===== src/rtl/serial_adder_pkg.sv =====
// Shared definitions for the serial-adder arbiter slice: default widths,
// burst depth and the sequencer state encoding.
package serial_adder_pkg;

  localparam int NUM_REQ_DEF  = 4;
  localparam int DATA_W_DEF   = 12;
  localparam int BURST_DEF    = 8;
  localparam int SUM_W_DEF    = DATA_W_DEF + $clog2(BURST_DEF);
  localparam int WAIT_MAX_DEF = 16;
  localparam int ID_W         = $clog2(NUM_REQ_DEF);

  typedef enum logic [1:0] {IDLE, STREAM, WAIT} state_t;

endpackage


===== src/rtl/serial_adder_arbiter_rr_pick.sv =====
// Combinational round-robin pick: first requesting lane at or after rr_ptr,
// wrapping, returned both as a one-hot grant and as an index.
module rr_pick
  import serial_adder_pkg::*;
#(
  parameter int N  = NUM_REQ_DEF,
  parameter int IW = ID_W
) (
  input  logic [N-1:0]  req,
  input  logic [IW-1:0] rr_ptr,
  output logic [N-1:0]  gnt,
  output logic [IW-1:0] idx
);

  logic          found;
  logic [IW-1:0] pos;

  always_comb begin
    gnt   = '0;
    idx   = '0;
    found = 1'b0;
    pos   = '0;
    for (int k = 0; k < N; k++) begin
      pos = IW'((int'(rr_ptr) + k) % N);
      if (!found && req[pos]) begin
        found    = 1'b1;
        gnt[pos] = 1'b1;
        idx      = pos;
      end
    end
  end

endmodule


===== src/rtl/serial_adder_arbiter.sv =====
// Round-robin sequencer sharing one signed serial adder among NUM_REQ lanes:
// streams a fixed burst from the granted lane, then returns the tagged sum.
module serial_adder_arbiter
  import serial_adder_pkg::*;
#(
  parameter int NUM_REQ  = NUM_REQ_DEF,
  parameter int DATA_W   = DATA_W_DEF,
  parameter int BURST    = BURST_DEF,
  parameter int SUM_W    = DATA_W + $clog2(BURST),
  parameter int WAIT_MAX = WAIT_MAX_DEF
) (
  input  logic                        clk,
  input  logic                        rst,
  input  logic [NUM_REQ-1:0]          req,
  input  logic [NUM_REQ*DATA_W-1:0]   req_n,
  output logic [NUM_REQ-1:0]          gnt,
  output logic                        add_enable,
  output logic signed [DATA_W-1:0]    add_n,
  input  logic signed [SUM_W-1:0]     add_sum,
  input  logic                        add_sum_valid,
  output logic                        res_valid,
  output logic [$clog2(NUM_REQ)-1:0]  res_id,
  output logic signed [SUM_W-1:0]     res_sum,
  output logic                        res_err
);

  localparam int IW    = $clog2(NUM_REQ);
  localparam int CNT_W = $clog2(BURST);
  localparam int TMO_W = $clog2(WAIT_MAX);
  localparam logic [CNT_W-1:0] LAST_SAMPLE = CNT_W'(BURST - 1);
  localparam logic [TMO_W-1:0] LAST_WAIT   = TMO_W'(WAIT_MAX - 1);
  localparam logic [IW-1:0]    LAST_LANE   = IW'(NUM_REQ - 1);

  state_t             state;
  logic [IW-1:0]      rr_ptr;
  logic [IW-1:0]      gnt_idx;
  logic [IW-1:0]      pick_idx;
  logic [NUM_REQ-1:0] pick_gnt;
  logic [CNT_W-1:0]   cnt;
  logic [TMO_W-1:0]   tmo;

  function automatic logic signed [DATA_W-1:0] lane_sample(
    input logic [NUM_REQ*DATA_W-1:0] lanes,
    input logic [IW-1:0]             i
  );
    return $signed(DATA_W'(lanes >> (int'(i) * DATA_W)));
  endfunction

  rr_pick #(
    .N  (NUM_REQ),
    .IW (IW)
  ) u_rr_pick (
    .req    (req),
    .rr_ptr (rr_ptr),
    .gnt    (pick_gnt),
    .idx    (pick_idx)
  );

  always_ff @(posedge clk) begin
    if (rst) begin
      state      <= IDLE;
      gnt        <= '0;
      gnt_idx    <= '0;
      rr_ptr     <= '0;
      cnt        <= '0;
      tmo        <= '0;
      add_enable <= 1'b0;
      add_n      <= '0;
      res_valid  <= 1'b0;
      res_id     <= '0;
      res_sum    <= '0;
      res_err    <= 1'b0;
    end else begin
      res_valid <= 1'b0;
      unique case (state)
        IDLE: begin
          if (|req) begin
            gnt     <= pick_gnt;
            gnt_idx <= pick_idx;
            cnt     <= '0;
            state   <= STREAM;
          end
        end
        // Samples are registered, so the adder sees them one cycle behind gnt.
        STREAM: begin
          add_n      <= lane_sample(req_n, gnt_idx);
          add_enable <= 1'b1;
          cnt        <= cnt + 1'b1;
          if (cnt == LAST_SAMPLE) begin
            gnt    <= '0;
            rr_ptr <= (gnt_idx == LAST_LANE) ? '0 : gnt_idx + 1'b1;
            tmo    <= '0;
            state  <= WAIT;
          end
        end
        WAIT: begin
          add_enable <= 1'b0;
          add_n      <= '0;
          tmo        <= tmo + 1'b1;
          if (add_sum_valid) begin
            res_valid <= 1'b1;
            res_id    <= gnt_idx;
            res_sum   <= add_sum;
            res_err   <= 1'b0;
            state     <= IDLE;
          end else if (tmo == LAST_WAIT) begin
            res_valid <= 1'b1;
            res_id    <= gnt_idx;
            res_sum   <= '0;
            res_err   <= 1'b1;
            state     <= IDLE;
          end
        end
        default: state <= IDLE;
      endcase
    end
  end

endmodule


===== config.mk =====
export PLATFORM = sky130hd
export DESIGN_NAME = serial_adder_arbiter
export DESIGN_NICKNAME = d
export VERILOG_FILES = /design/src/rtl/serial_adder_pkg.sv /design/src/rtl/serial_adder_arbiter_rr_pick.sv /design/src/rtl/serial_adder_arbiter.sv
export SDC_FILE = /design/constraint.sdc
export NUM_CORES = 1
export LEC_CHECK = 0
export ABC_AREA = 1
export CAP_MARGIN = 30
export CORE_UTILIZATION = 43
export CTS_CLUSTER_DIAMETER = 80
export DETAILED_ROUTE_END_ITERATION = 6
export PLACE_DENSITY = 0.79
export SYNTH_ARGS = -nofsm -noshare
export SYNTH_HDL_FRONTEND = slang
export SYNTH_SLANG_ARGS = --single-unit

===== constraint.sdc =====
create_clock -name clk -period 2.2 [get_ports clk]
set_clock_uncertainty 0.05 [all_clocks]
set_input_delay 0.55 -clock clk [delete_from_list [all_inputs] [get_ports clk]]
set_output_delay 0.55 -clock clk [all_outputs]
set_load 0.1 [all_outputs]

After elaboration in Yosys (flattened, before gate mapping) --
Cells that the tools add are included.
Operators by class: multiplexer cells 49, order comparisons 8, shift-type cells 1, equal/unequal tests 8, divide/modulo/power cells 0, reduce and logical (&&, ||, !) cells 23, bitwise logic cells 4, $mul 1, add/sub/neg operators 6
Operators by type and width (number):
- >> shifter 48 x 6 -> 12 bit | 1
- two-way mux 15 bit | 2
- two-way mux 4 bit | 6
- case mux 12 bit (2 select lines) | 1
- two-way mux 2 bit | 11
- case mux 4 bit (2 select lines) | 2
- two-way mux 1 bit | 15
- less-than comparator 2 x 3 -> 1 bit (second input constant) | 4
- bitwise OR 4 bit | 3
- AND reduction 2 bit | 5
- binary-select mux 1 bit (select 2 bit) | 4
- demux 1 bit (select 2 bit) | 4
- >= comparator 2 x 1 -> 1 bit (second input constant) | 4
- logical AND 1 bit | 7
- case mux 2 bit (3 select lines) | 1
- case mux 3 bit (2 select lines) | 1
- AND reduction 3 bit | 2
- nonzero test 2 bit | 3
- adder 2 x 1 -> 2 bit (second input constant) | 2
- adder 2 bit (second input constant) | 2
- adder 4 x 1 -> 4 bit (second input constant) | 1
- equality test 2 bit (second input constant) | 2
- equality test 4 bit (second input constant) | 1
- multiplier 2 x 2 -> 4 bit (second input constant) | 1
- 12 further kinds | 15
Storage, ports and cells: flip-flop bits (word level) 49, memory bits (writable) 0, memories 0, bits in read-only memories 0, latch bits 0

Longest topological paths before layout --
Gate-level depths: netlist of run 1.
depth in word-level cells 14, depth in mapped cells 11

By module --
A second synthesis of run 1 with hierarchy kept.
Second synthesis, totals: cells, all modules 439, area, all modules 2947.8 µm²
By module, submodules not included:
- serial_adder_arbiter | instances 1, area an instance 2508.7 µm², cells an instance 366
- rr_pick | instances 1, area an instance 439.2 µm², cells an instance 73

Worst setup path after synthesis of run 1 --
No wires, ideal clock.
kind register to register, from register rr_ptr[1], to register gnt_idx[0], arrival 1642 ps, buffers on the path 0, clock period less this slack 1760 ps, path slack 440 ps, cell stages (with the launch flop) 11, cells stage by stage dfxtp_1 -> inv_2 -> ha_1 -> inv_1 -> nand3_1 -> nand2_2 -> nor2_8 -> nand2_1 -> nand4_1 -> nand3_1 -> a21oi_2
Between the ends: cells in the longest elaborated chain, start to end 12, elaborated cells between the ends (all ways) 24, those cells by class add/sub (3); mux (15); reduce/logical (6)
Ends and longest elaborated chain:
- start: declaration | line serial_adder_arbiter.sv:35 | logic [IW-1:0] rr_ptr;
- start signal: assignment | line serial_adder_arbiter.sv:91 | rr_ptr <= (gnt_idx == LAST_LANE) ? '0 : gnt_idx + 1'b1;
- branches (longest 11 deep; another with adder 2 x 1 -> 2 bit)
- two-way mux 2 bit (*) | line serial_adder_arbiter_rr_pick.sv:25 | if (!found && req[pos]) begin
- end signal: assignment | line serial_adder_arbiter.sv:79 | gnt_idx <= pick_idx;
- end: declaration | line serial_adder_arbiter.sv:36 | logic [IW-1:0] gnt_idx;
Every way passes the cells marked *. The select of a mux whose other input is x is not followed. A chain may end at the register's enable or synchronous reset.

Worst setup path after layout of run 1 --
from register rr_ptr[0], to register gnt[1]
Between the ends: cells in the longest elaborated chain, start to end 14, elaborated cells between the ends (all ways) 49, those cells by class add/sub (3); order compare (8); mux (25); bitwise (3); reduce/logical (10)
Ends and longest elaborated chain:
- branches (longest 11 deep; another with less-than comparator 2 x 3 -> 1 bit)
- two-way mux 4 bit (*) | line serial_adder_arbiter_rr_pick.sv:25
- two-way mux 4 bit (*) | line serial_adder_arbiter.sv:77 | if (|req) begin
- case mux 4 bit (2 select lines) (*) | line serial_adder_arbiter.sv:75 | unique case (state)
- end signal: assignment | line serial_adder_arbiter.sv:78 | gnt <= pick_gnt;
- end: declaration | line serial_adder_arbiter.sv:16 | output logic [NUM_REQ-1:0] gnt,
Marked as above.

==> impl_metrics.tcl, run 1 <==
set metrics [dict create \
    synth_xor_area_share_pct 0 \
    place_area_um2 3750 \
    die_y_um 81.2 \
    dieArea_um2 6590 \
    fp.dieW_um 81.2 \
    crit_fanout 11 \
    cts_setup_buffers 0 \
    slew_viol_final 0 \
    yosysUniqueCellTypes 29 \
    clk_pin_slew_worst_paths_ns 0.10 \
    required_ns 2.38 \
    drt_wl_total_um 7390 \
    power_density_nw_per_um2 1150 \
    fin_hold_ws_ns 0.418 \
    seq_area_frac_synth_pct 36.4 \
    route.antenna.remaining_nets 0 \
    worstMarginPinSlew_ns 0.685 \
    synth_top_family_by_area "simple AND/OR/NAND/NOR gates" \
    wire_per_inst_um 13.2 \
    cts_buffers 5 \
    cts_resized 0 \
    start_util_pct 45.0 \
    finalInstanceArea_um2 3850 \
    antenna_cells 0 \
    dp_hpwl_um 5520 \
    synth_edf_count 0 \
    htreeDepth 2 \
    period_share_pct 86.2 \
    grt.total_usage_pct 22.3 \
    coreArea_um2 5990 \
    cp_top_family "simple AND/OR/NAND/NOR gates" \
    yosys.area_share.simple_pct 28.8 \
    crit_chain "inv_8, ha_1, inv_1, nand3_1, nand2_1, nor2_2, a21oi_1, nand3_1, nand2_1, a21oi_2" \
    crit_type "flop to flop" \
    hold_path_class "flop to flop" \
    cp_num_buf_inv 2 \
    firstDrtPassIters 4 \
    start_kind "flop" \
    crit_arrival_ns 2.08 \
    clock_sinks 49 \
    avgSynthCellArea_um2 7.07 \
    final_net_count 570 \
    io_buffers 105 \
    synthMuxAreaShare_pct 0 \
    maxCapViolCount 0 \
    drtIter0Drc 167 \
    grt_max_degree 41 \
    fmax_ghz 0.527 \
    crit_slowest_cell "dfxtp_1" \
    min_period_ns 1.90 \
    antenna_found_initial 0 \
    async_reset_ff_share_pct 0 \
    finalSetupViolations 0 \
    synthFlopType "dfxtp_1" \
    vias_per_cell 5.12 \
    hold_violations 0 \
    synth_commonest_cells "93 x nand2_1, 49 x dfxtp_1, 45 x a21oi_1" \
    yosys.cell_count.top_type "nand2_1" \
    max_stage_delay_ns 0.44 \
    slew_headroom_pct 54.3 \
    grt_pass1_wl_um 11600 \
    drive_gt1_share_pct 15.0 \
    ys_warn_count 0 \
    grt_pass1_vias 2552 \
    cp-end-kind "flop" \
    status "complete, no violations" \
    synth_adder_area_share_pct 6.96 \
    syn_inst 381 \
    fp-row-count 28 \
    yosysTopAreaCell "dfxtp_1" \
    pin_count 106 \
    cts_hold_buf 0 \
    grt_overflow 0 \
    synth_compound_area_share_pct 21.1 \
    synth_top_area_share_pct 36.4 \
    synthesis.nets 466 \
    ys_seq_elements 49 \
    tns_ns 0 \
    dr_total_vias 2871 \
    vdd_drop_max_uv 1000 \
    syn_area_um2 2700 \
    insertion_delay_ns 0.30 \
    leakage_nw 1.63 \
    rsz0062_at_grt "no" \
    gp_routability_congestion 0.847 \
    cts_tree "done" \
    cts_buffer_depth 2 \
    syn2layout_area_growth_pct 42.7 \
    preCtsSetupSlack_ns 0.105 \
    yosys-top-cells-area "dfxtp_1 36%, nand2_1 13%, a21oi_1 8.4%" \
    drc 0 \
    layout_setup_ws_ns 0.304 \
    root_buffer "clkbuf_8" \
]
## registers in the layout, indices dropped and copies added, names as in the netlist
name,count
state,2
gnt_idx,2
rr_ptr,2
res_sum,15
res_id,2
add_enable,1
cnt,3
res_valid,1
res_err,1
gnt,4
tmo,4
add_n,12
## cell type report
type | instances | area (um^2)
timing repair buffer | 114 | 1040
fill | 543 | 2140
tap | 75 | 93.8
inverter | 26 | 105
clock inverter | 3 | 25.0
multi-input combinational | 289 | 1530
sequential | 49 | 981
clock buffer | 5 | 68.8
## metal layers
layer	routed length (um)	global-route usage, %	up-vias
met2	3790	39.5	68
met4	60	4.29	0
met3	314	3.26	8
li1	-	-	1488
met1	3230	28.7	1307
met5	0	0	-
## worst register-to-register path, cell delays in order (launching register included)
cell     delay [ns]
dfxtp_1        0.44
inv_8          0.08
ha_1           0.38
inv_1          0.10
nand3_1        0.09
nand2_1        0.07
nor2_2         0.22
a21oi_1        0.11
nand3_1        0.09
nand2_1        0.07
a21oi_2        0.13
## cells by family (layout without fill, tap and decap cells)
kind of cell / count (synthesis) / in the layout
and+or+nand+nor: 170 / 170
buffers and inverters: 43 / 148
DFF: 49 / 49
adders and majority gates: 15 / 15
AOI/OAI and AO/OA: 104 / 104
## placed cells by master (no fill, tap or decap), drive strengths merged, types with 2 or more instances in the layout
master,n
nand2,101
clkdlybuf4s50,69
dfxtp,49
a21oi,49
buf,45
nor2,36
o21ai,36
inv,28
nand3,20
ha,15
o22ai,12
nand4,6
clkbuf,5
a21boi,4
and3,3
nor3,3
a211oi,2
## metrics by stage
stage | cells | power (W) | util, %
after global placement | 553 | 0.00385 | 62.6
after detailed placement | 553 | 0.00389 | 62.6
final | 561 | 0.00443 | 64.2
after global routing | 561 | 0.00469 | 64.2
after floorplan | 381 | 0.00322 | -
after CTS | 561 | 0.00445 | 64.2
## final timing paths
check	startpoint	endpoint	slack, ns	cells after the start
setup / recovery	rr_ptr[0]	gnt[1]	0.30	10
hold / removal	res_sum[4]	res_sum[4]	0.42	2
setup reg to reg	rr_ptr[0]	gnt[1]	0.30	10
hold reg to reg	res_sum[4]	res_sum[4]	0.42	2
## report_power, final
group	internal (W)	switching, W	total [W]
Sequential	0.00110	0.000116	0.00121
Combinational	0.000671	0.00198	0.00266
Clock	0.000232	0.000324	0.000556
(Power assumes the default switching activity.)
==> run 2: changes to the inputs <==
Settings changed: CTS_BUF_LIST set to sky130_fd_sc_hd__clkbuf_4 sky130_fd_sc_hd__clkbuf_8 sky130_fd_sc_hd__clkbuf_16.
==> results of run 2 <==
Final layout, timing and power as in run 1 (identical DEF).
==> run 3: changes to the inputs <==
Settings changed: PLACE_DENSITY 0.79 to 0.77, SYNTH_HIERARCHICAL set to 1.
==> run 3 against run 2 <==
Effect of this change:
- routed wire length shrank 2.5%
- global-route usage shrank 1.7 points
- the flow now finishes with violations (design-rule violations)
- first-iteration DRC count shrank 4.2%
- non-clock buffer count shrank 3
- worst hold slack lost 0.0043 ns
- critical path type is now input port to flop
- sequential share of layout area shrank 0.88 points
- clock power grew 11%
==> impl_metrics.tcl, run 3 <==
set metrics [dict create \
    finalInstanceArea_um2 3980 \
    final_cells 615 \
    whs_endpoint "gnt[2]" \
    rrSetupSlack_ns 0.31 \
    power_density_nw_per_um2 1180 \
    grt.total_usage_pct 20.7 \
    crit_chain "clkdlybuf4s50_1, inv_1, nand2_1, nand3_4, nand2_4, nor2_4, nand4_1, nand3_1, nand4_1, a21oi_1" \
    rsz0062_at_grt "no" \
    start_util_pct 45.4 \
    r2r_start "rr_ptr[0]" \
    start_kind "input port" \
    rr_worst_depth 10 \
    violations "design-rule violations" \
    synth_top_area_share_pct 33.3 \
    final_net_count 620 \
    insertion_delay_ns 0.30 \
    multi_input_area_um2 1690 \
    gp_routability_congestion 0.878 \
    htreeDepth 2 \
    seqCellArea_um2 981 \
    crit_arrival_ns 2.12 \
    fin_util_pct 61.3 \
    synth_adder_area_share_pct 5.09 \
    largest_reg_flops 15 \
    yosysTopAreaCell "dfxtp_1" \
    coreArea_um2 6490 \
    synth_compound_area_share_pct 12.1 \
    crit_type "input port to flop" \
    slew_headroom_pct 61.0 \
    io_buffers 105 \
    cts_setup_buffers 0 \
    layout_commonest_cell "nand2_1" \
    yosys.cell_count.top_type "nand2_1" \
    syn_area_um2 2950 \
    avgSynthCellArea_um2 6.71 \
    fp-row-count 29 \
    top_register "res_sum" \
    drive_gt1_share_pct 16.9 \
    ys_warn_count 6 \
    synthFlopType "dfxtp_1" \
    fp.dieW_um 84.8 \
    min_period_ns 1.93 \
    synth_edf_count 0 \
    crit_fanout 12 \
    dieArea_um2 7190 \
    synth_top_family_by_area "simple AND/OR/NAND/NOR gates" \
    synth_commonest_cells "195 x nand2_1, 49 x dfxtp_1, 44 x a21oi_1" \
    preCtsSetupSlack_ns -0.0166 \
    die_y_um 84.8 \
    worstMarginPinSlew_ns 0.585 \
    synth_xor_area_share_pct 0 \
    final_cell_mix "195 x nand2_1, 68 x clkdlybuf4s50_1, 49 x dfxtp_1, 44 x a21oi_1, 42 x buf_4" \
    antenna_cells 0 \
    cts_resized 0 \
    syn2layout_area_growth_pct 35.1 \
    vdd_drop_max_uv 746 \
    drc 3 \
    grt_overflow 0 \
    firstDrtPassIters 6 \
    slew_viol_final 0 \
    yosys-top-cells-area "dfxtp_1 33%, nand2_1 25%, a21oi_1 7.5%" \
    crit_top_cell "nand4_1" \
    hp-start "gnt[2]" \
    route.antenna.remaining_nets 0 \
    grt_max_degree 26 \
    maxCapViolCount 0 \
    wire_per_inst_um 11.7 \
    drt_wl_total_um 7210 \
    leakage_nw 1.81 \
    syn_inst 439 \
    cts_buffers 5 \
    fin_hold_ws_ns 0.414 \
    vias_per_cell 5.00 \
    yosysUniqueCellTypes 34 \
    root_buffer "clkbuf_8" \
    cp_top_family "simple AND/OR/NAND/NOR gates" \
    dr_total_vias 3074 \
    pin_count 106 \
    cts_buffer_depth 2 \
    layout_setup_ws_ns 0.273 \
    cts_tree "done" \
    dp_cells 608 \
    hold_path_class "flop to flop" \
    reg2reg_to "gnt[1]" \
    clock_sinks 49 \
    synthMuxAreaShare_pct 0 \
    grt_pass1_wl_um 12200 \
    async_reset_ff_share_pct 0 \
    place_area_um2 3880 \
    min_path_cells 2 \
    period_share_pct 87.6 \
    yosys.area_share.simple_pct 40.2 \
    cp-end-kind "flop" \
    antenna_found_initial 0 \
    required_ns 2.39 \
    seq_area_frac_synth_pct 33.3 \
    cts_hold_buf 0 \
    finalSetupViolations 0 \
    clk_pin_slew_worst_paths_ns 0.08 \
    final.fill_count 596 \
    cp_num_buf_inv 2 \
    max_stage_delay_ns 0.45 \
    fmax_ghz 0.519 \
    hold_violations 0 \
    grt_pass1_vias 2854 \
    dp_hpwl_um 5580 \
    crit_slowest_cell "clkdlybuf4s50_1" \
    synthesis.nets 521 \
    ys_seq_elements 49 \
    drtIter0Drc 160 \
    reg.largest.list "res_sum: 15 flops, add_n: 12 flops" \
    status "finished, violations left" \
]
-- run 3: worst max path at each step --
stage                    from     end  slack [ns]  cells past startpoint
global route           req[3]  gnt[0]        0.13                     10
CTS                    req[3]  gnt[1]        0.30                     10
global placement       req[3]  gnt[3]        0.09                     10
finish                 req[3]  gnt[1]        0.27                     10
detailed placement     req[3]  gnt[1]       -0.02                     10
floorplan           rr_ptr[0]  gnt[0]        0.32                     11
-- run 3: logic make-up (layout without fill, tap and decap cells) --
family,Yosys count,after routing
compound gates,62,62
fa+ha+maj,12,12
simple gates,271,271
flops,49,49
buf+inv,45,144
-- run 3: tightest hold or removal path: stages, from the launching register on --
cell and delay, ns:
dfxtp_1 0.32, nand2_1 0.06, a21oi_1 0.05
-- run 3: layout make-up --
type	count	area share (%)
well taps	77	2.42
repair buffers	111	25.1
multi-input cells	345	42.5
clock buffers	5	1.73
clock inverters	2	0.879
flip-flops and latches	49	24.6
inverters	26	2.70
-- run 3: per-layer routing --
metal,share of wire (%),GRT usage [%],vias up,wire length (um)
met1,45,25.4,1347,3210
met4,0.47,5.70,0,34
met5,0,0,-,0
li1,-,-,1605,-
met2,48,36.3,118,3440
met3,7.3,4.72,4,524
-- run 3: metrics by stage --
step	power [W]	TNS, ns
after global placement	0.00408	0
after global routing	0.00499	0
final	0.00469	0
after detailed placement	0.00410	-0.0166
after CTS	0.00472	0
after floorplan	0.00360	0
-- run 3: report_power, final --
part / internal [W] / switching (W) / total, W
Combinational: 0.000731 / 0.00208 / 0.00281
Sequential: 0.00109 / 0.000170 / 0.00126
Clock: 0.000330 / 0.000286 / 0.000616
